File: src/rtl/seg_display_arbiter.sv
// Round-robin arbiter that shares one 4-digit seven-segment display between
// NUM_SRC requesters. Each owner is guaranteed HOLD_CYCLES of display time.
module seg_display_arbiter #(
    parameter int          NUM_SRC     = 4,
    parameter int          HOLD_CYCLES = 800_000,
    parameter int          CNT_W       = 20,
    parameter logic [15:0] IDLE_VALUE  = 16'h0000
) (
    input  logic                   clock,
    input  logic                   reset_n,
    input  logic [NUM_SRC-1:0]     req,
    input  logic [16*NUM_SRC-1:0]  data_in,
    output logic [NUM_SRC-1:0]     grant,
    output logic [15:0]            disp_data,
    output logic                   disp_blank,
    output logic                   switch_pulse
);

    localparam int IDX_W = $clog2(NUM_SRC);
    localparam logic [NUM_SRC-1:0] ONE_HOT0 = {{(NUM_SRC-1){1'b0}}, 1'b1};
    localparam logic [CNT_W-1:0]   HOLD_LAST = CNT_W'(HOLD_CYCLES - 1);

    typedef enum logic [1:0] {IDLE, HOLD, OPEN} state_t;

    state_t             state_q, state_d;
    logic [CNT_W-1:0]   cnt_q, cnt_d;
    logic [IDX_W-1:0]   last_q, last_d;
    logic [NUM_SRC-1:0] grant_d;
    logic [15:0]        data_d;
    logic               blank_d, pulse_d;
    logic [NUM_SRC-1:0] other_req;
    logic [IDX_W-1:0]   pick_any, pick_other;

    // First set bit searching last+1, last+2, ... with last itself searched last.
    function automatic logic [IDX_W-1:0] rr_pick(input logic [NUM_SRC-1:0] r,
                                                 input logic [IDX_W-1:0]   last);
        logic [IDX_W-1:0] pick;
        logic             found;
        int               idx;
        pick  = last;
        found = 1'b0;
        for (int k = 1; k <= NUM_SRC; k++) begin
            idx = (int'(last) + k) % NUM_SRC;
            if (!found && r[idx]) begin
                pick  = IDX_W'(idx);
                found = 1'b1;
            end
        end
        return pick;
    endfunction

    function automatic logic [15:0] word_of(input logic [IDX_W-1:0] idx,
                                            input logic [16*NUM_SRC-1:0] words);
        return words[16*int'(idx) +: 16];
    endfunction

    // While granted, last_q is also the current owner's index.
    assign other_req  = req & ~(ONE_HOT0 << last_q);
    assign pick_any   = rr_pick(req, last_q);
    assign pick_other = rr_pick(other_req, last_q);

    always_comb begin
        // NOTE: every signal gets a default first so no path leaves one unassigned and infers a latch.
        state_d = state_q;
        cnt_d   = cnt_q;
        last_d  = last_q;
        grant_d = grant;
        data_d  = word_of(last_q, data_in);
        blank_d = disp_blank;
        pulse_d = 1'b0;

        unique case (state_q)
            IDLE: begin
                grant_d = '0;
                data_d  = IDLE_VALUE;
                blank_d = 1'b1;
                cnt_d   = '0;
                if (|req) begin
                    state_d = HOLD;
                    last_d  = pick_any;
                    grant_d = ONE_HOT0 << pick_any;
                    data_d  = word_of(pick_any, data_in);
                    blank_d = 1'b0;
                    pulse_d = 1'b1;
                end
            end
            HOLD: begin
                cnt_d = cnt_q + 1'b1;
                if (cnt_q == HOLD_LAST) state_d = OPEN;
            end
            OPEN: begin
                if (|other_req) begin
                    state_d = HOLD;
                    cnt_d   = '0;
                    last_d  = pick_other;
                    grant_d = ONE_HOT0 << pick_other;
                    data_d  = word_of(pick_other, data_in);
                    pulse_d = 1'b1;
                end else if (!req[last_q]) begin
                    state_d = IDLE;
                    grant_d = '0;
                    data_d  = IDLE_VALUE;
                    blank_d = 1'b1;
                end
            end
            default: state_d = IDLE;
        endcase
    end

    // last_q resets to the top index so source 0 is searched first after reset.
    always_ff @(posedge clock or negedge reset_n) begin
        if (!reset_n) begin
            state_q      <= IDLE;
            cnt_q        <= '0;
            last_q       <= IDX_W'(NUM_SRC - 1);
            grant        <= '0;
            disp_data    <= IDLE_VALUE;
            disp_blank   <= 1'b1;
            switch_pulse <= 1'b0;
        end else begin
            // NOTE: non-blocking assignments so every register samples pre-edge values.
            state_q      <= state_d;
            cnt_q        <= cnt_d;
            last_q       <= last_d;
            grant        <= grant_d;
            disp_data    <= data_d;
            disp_blank   <= blank_d;
            switch_pulse <= pulse_d;
        end
    end

endmodule

File: config.mk
export PLATFORM = sky130hd
export DESIGN_NAME = seg_display_arbiter
export DESIGN_NICKNAME = d
export VERILOG_FILES = /design/src/rtl/seg_display_arbiter.sv
export SDC_FILE = /design/constraint.sdc
export NUM_CORES = 1
export LEC_CHECK = 0
export ABC_AREA = 1
export BUFFER_PORTS_ARGS = -buffer_cell sky130_fd_sc_hd__buf_2
export CAP_MARGIN = 20
export CORE_MARGIN = 10
export CORE_UTILIZATION = 30
export CTS_CLUSTER_SIZE = 16
export DETAILED_ROUTE_END_ITERATION = 7
export SKIP_CTS_REPAIR_TIMING = 1
export SYNTH_ARGS = -nofsm -noshare
export SYNTH_HDL_FRONTEND = slang
export SYNTH_SLANG_ARGS = --single-unit
File: constraint.sdc
create_clock -name clock -period 7.39 [get_ports clock]
set_input_delay 1.1085 -clock clock [delete_from_list [all_inputs] [get_ports clock]]
set_output_delay 1.1085 -clock clock [all_outputs]
set_load 0.01 [all_outputs]
==> results.md <==
Worst setup path
* flip-flop — type of element capturing the critical path
* 54 — critical-path maximum fanout
* dfstp_2 — Max stage delay cell, worst path
* 7.64 ns — CP required
* flip-flop to flip-flop — classification of the worst setup path
* simple AND/OR/NAND/NOR gates — CP top delay family
* 5.39 ns — worst endpoint data arrival time
* flip-flop — Startpoint Class
* nand2_1 — cell repeated most along the worst path
* 1.05 ns — highest cell delay on the worst timing path
* 2 — CP Buf/Inv Count
* inv_2 > ha_1 > inv_1 > nand3_1 > nand2_1 > nand4_2 > nand2_2 > nand2_1 > nand3_1 > nand3_1 > nand2_1 > nand2_1 > nand2_1 — crit-path cells

Finish
* 13.99% — synthesis-to-layout area growth
* 1718 — filler cell count
* 0.3459 — post-layout utilization of the core
* nand2_1 (235), nand3_1 (142), buf_2 (91) — leading cell types in the layout, fill and taps excluded
* 1155 um^2 — sequential cell area
* 1041 — Cell Count, Final, Fillers Out
* 0.1454 — layout cells sized above 1
* 0 — antenna diode count
* 2859 um^2 — Multi-input gate area
* nand2_1 — most common library cell in the layout ignoring fill and taps
* 927 — number of nets in the layout

Run
* 0 — maximum capacitance violations

Yosys
* 46 — synthesis-stage register bit count
* 868 — net count after synthesis
* 4579 um^2 — post-synthesis instance area
* 793 — Synth Instances
* 1.000 — Synth async-reset ratio
* dfrtp_1 — most frequently used flop master after synthesis
* 5.775 um^2 — mean instance size in the synthesized netlist
* 0 — warnings from Yosys
* 36 — count of cell types in the netlist
* 0.2522 — register area share after synthesis
* 0 — number of flops mapped to enable cells by yosys

Floorplan
* 15090 um^2 — floorplan core area
* 45 — number of core rows
* 92 — I/O pin count
* 0.3035 — Initial Util
* 143.6 um — width of the chip
* 143.6 um — Die Span Y
* 20610 um^2 — die area

Power and ir drop
* 575.3 nW/um^2 — power density relative to cell area
* 312.9 uV — peak ir drop on the vdd network
* 2.802 nW — LEAKAGE

Detailed routing
* 16610 um — final wirelength
* 0 — residual DRC count
* 5 — total iterations of the first detailed-routing run
* 15.96 um — wire length per cell after detailed routing
* 432 — iteration-0 DRC count of the detailed router
* 0 — count of antenna-violating nets left after detailed routing
* 5.238 — average via count per standard cell
* 5453 — via count

Placement
* 1033 — cell count after placement
* 11250 um — half-perimeter wire length after placement
* 91 — Port Buffers
* 0.9027 — last weighted congestion value of the routability-driven placer

Clock network
* 2 — maximum level of the CTS H-tree
* built — CTS tree
* 5 — TritonCTS buffer count
* 0.08 ns — clock-pin slew on the worst setup and hold paths
* 2 — Max Buffers Root-to-Sink
* 0.31 ns — later-pin clock latency in the skew report
* 46 — clock sink count
* clkbuf_16 — root buffer cell

STA
* 1.080 ns — actual slew at the worst max-slew pin
* 0.4848 ns — hold_ws
* 194.5 MHz — peak clock frequency supported by timing
* 0.2785 — worst relative slew slack
* 0 — hold violation total from the final report
* 0 ns — summed negative setup slack over all endpoints
* 5.140 ns — Min Clock Period, post-route
* 0 — Setup violations, final
* 0.6956 — portion of the clock cycle consumed by the worst path in the final layout
* 0.01001 ns — worst clock skew
* false — RSZ-0062 raised after global routing
* 0 — number of pins exceeding their max-slew limit in the final report

Global routing
* 0.1581 — Total GRT Usage
* 26380 um — wire length of the first global-routing pass
* 5075 — via count of the first global-routing pass
* 0 — Congestion Overflow GR
* 0 — number of antenna violations at the first check in global routing
* 55 — maximum number of pins on one net before global-route repair

Worst hold path
* flip-flop to flip-flop — type of the tightest min-delay check

Outcome
* finished, final reports clean — outcome

## registers in the layout (all words and copies together) (netlist names)
signal,flops
disp_data,16
grant,4
last_q,2
switch_pulse,1
state_q,2
cnt_q,20
disp_blank,1
## cell type report
type / count / area share
inverters: 95 / 0.06831
clock inverters: 3 / 0.005034
well taps: 188 / 0.04506
clock buffers: 5 / 0.02397
flip-flops and latches: 46 / 0.2212
multi-input cells: 612 / 0.5477
repair buffers: 92 / 0.08869
## worst min-delay path, cell delays in order (launching register included)
cell	delay (ns)
dfstp_2	0.38
inv_1	0.05
a21oi_1	0.05
## cells in the mapped netlist (2+ instances only)
library cell / n / share of area
a21oi_1: 43 / 0.047
inv_2: 4 / 0.0033
buf_2: 10 / 0.011
a31oi_1: 5 / 0.0068
buf_4: 9 / 0.015
nor3_1: 6 / 0.0066
nor4_1: 2 / 0.0027
o32ai_1: 2 / 0.0038
xnor2_1: 2 / 0.0038
nand2_1: 235 / 0.19
ha_1: 5 / 0.014
inv_1: 90 / 0.074
dfstp_2: 3 / 0.017
nand2_2: 11 / 0.015
nand3b_1: 6 / 0.0098
nand3_1: 142 / 0.16
dfrtp_1: 43 / 0.23
o22ai_1: 7 / 0.0096
nor2_1: 59 / 0.048
clkbuf_1: 18 / 0.015
o21ai_0: 67 / 0.073
nand4_1: 9 / 0.012
buf_6: 2 / 0.0049
## metal layers
metal,track usage,up-vias,share of wire
li1,-,2706,-
met1,0.2073,2499,0.45
met2,0.2521,227,0.45
met3,0.04191,21,0.082
met4,0.03815,0,0.013
met5,0,-,0
## power breakdown
part | leakage (nW) | switching, mW | total (mW) | internal (mW)
logic | 2.13 | 1.64 | 2.31 | 0.664
registers | 0.594 | 0.102 | 0.443 | 0.341
clock network | 0.0752 | 0.124 | 0.254 | 0.130
total | 2.80 | 1.87 | 3.00 | 1.14
## cells by family (layout without fill, tap and decap cells)
logic type / Yosys count / after routing / share of synthesized area
AO/OA/AOI/OAI: 131 / 131 / 0.1544
XOR/XNOR: 2 / 2 / 0.003826
adder cells (fa/ha/maj): 5 / 5 / 0.01366
buffers and inverters: 135 / 195 / 0.1240
flip-flops: 46 / 46 / 0.2522
AND/OR/NAND/NOR: 474 / 474 / 0.4519
## path summary, 6_finish.rpt
kind                                  from      endpoint  slack [ns]  depth (start not counted)
worst min-delay path            disp_blank    disp_blank        0.48                          2
min in group asynchronous          reset_n      cnt_q[4]        0.92                          2
max in group asynchronous          reset_n  disp_data[4]        6.01                          2
worst min register to register  disp_blank    disp_blank        0.48                          2
worst max register to register   last_q[0]  disp_data[5]        2.25                         13
worst max-delay path             last_q[0]  disp_data[5]        2.25                         13
## through the flow
step / power, mW / area (um^2) / setup WS (ns)
2_1_floorplan: 2.235 / 4579 / 4.556
3_3_place_gp: 2.709 / 5069 / 2.473
3_5_place_dp: 2.722 / 5069 / 2.418
4_1_cts: 2.986 / 5220 / 2.381
5_1_grt: 3.316 / 5220 / 1.864
6_report: 3.003 / 5220 / 2.250
Note: power is estimated with default switching activity, not from simulation.
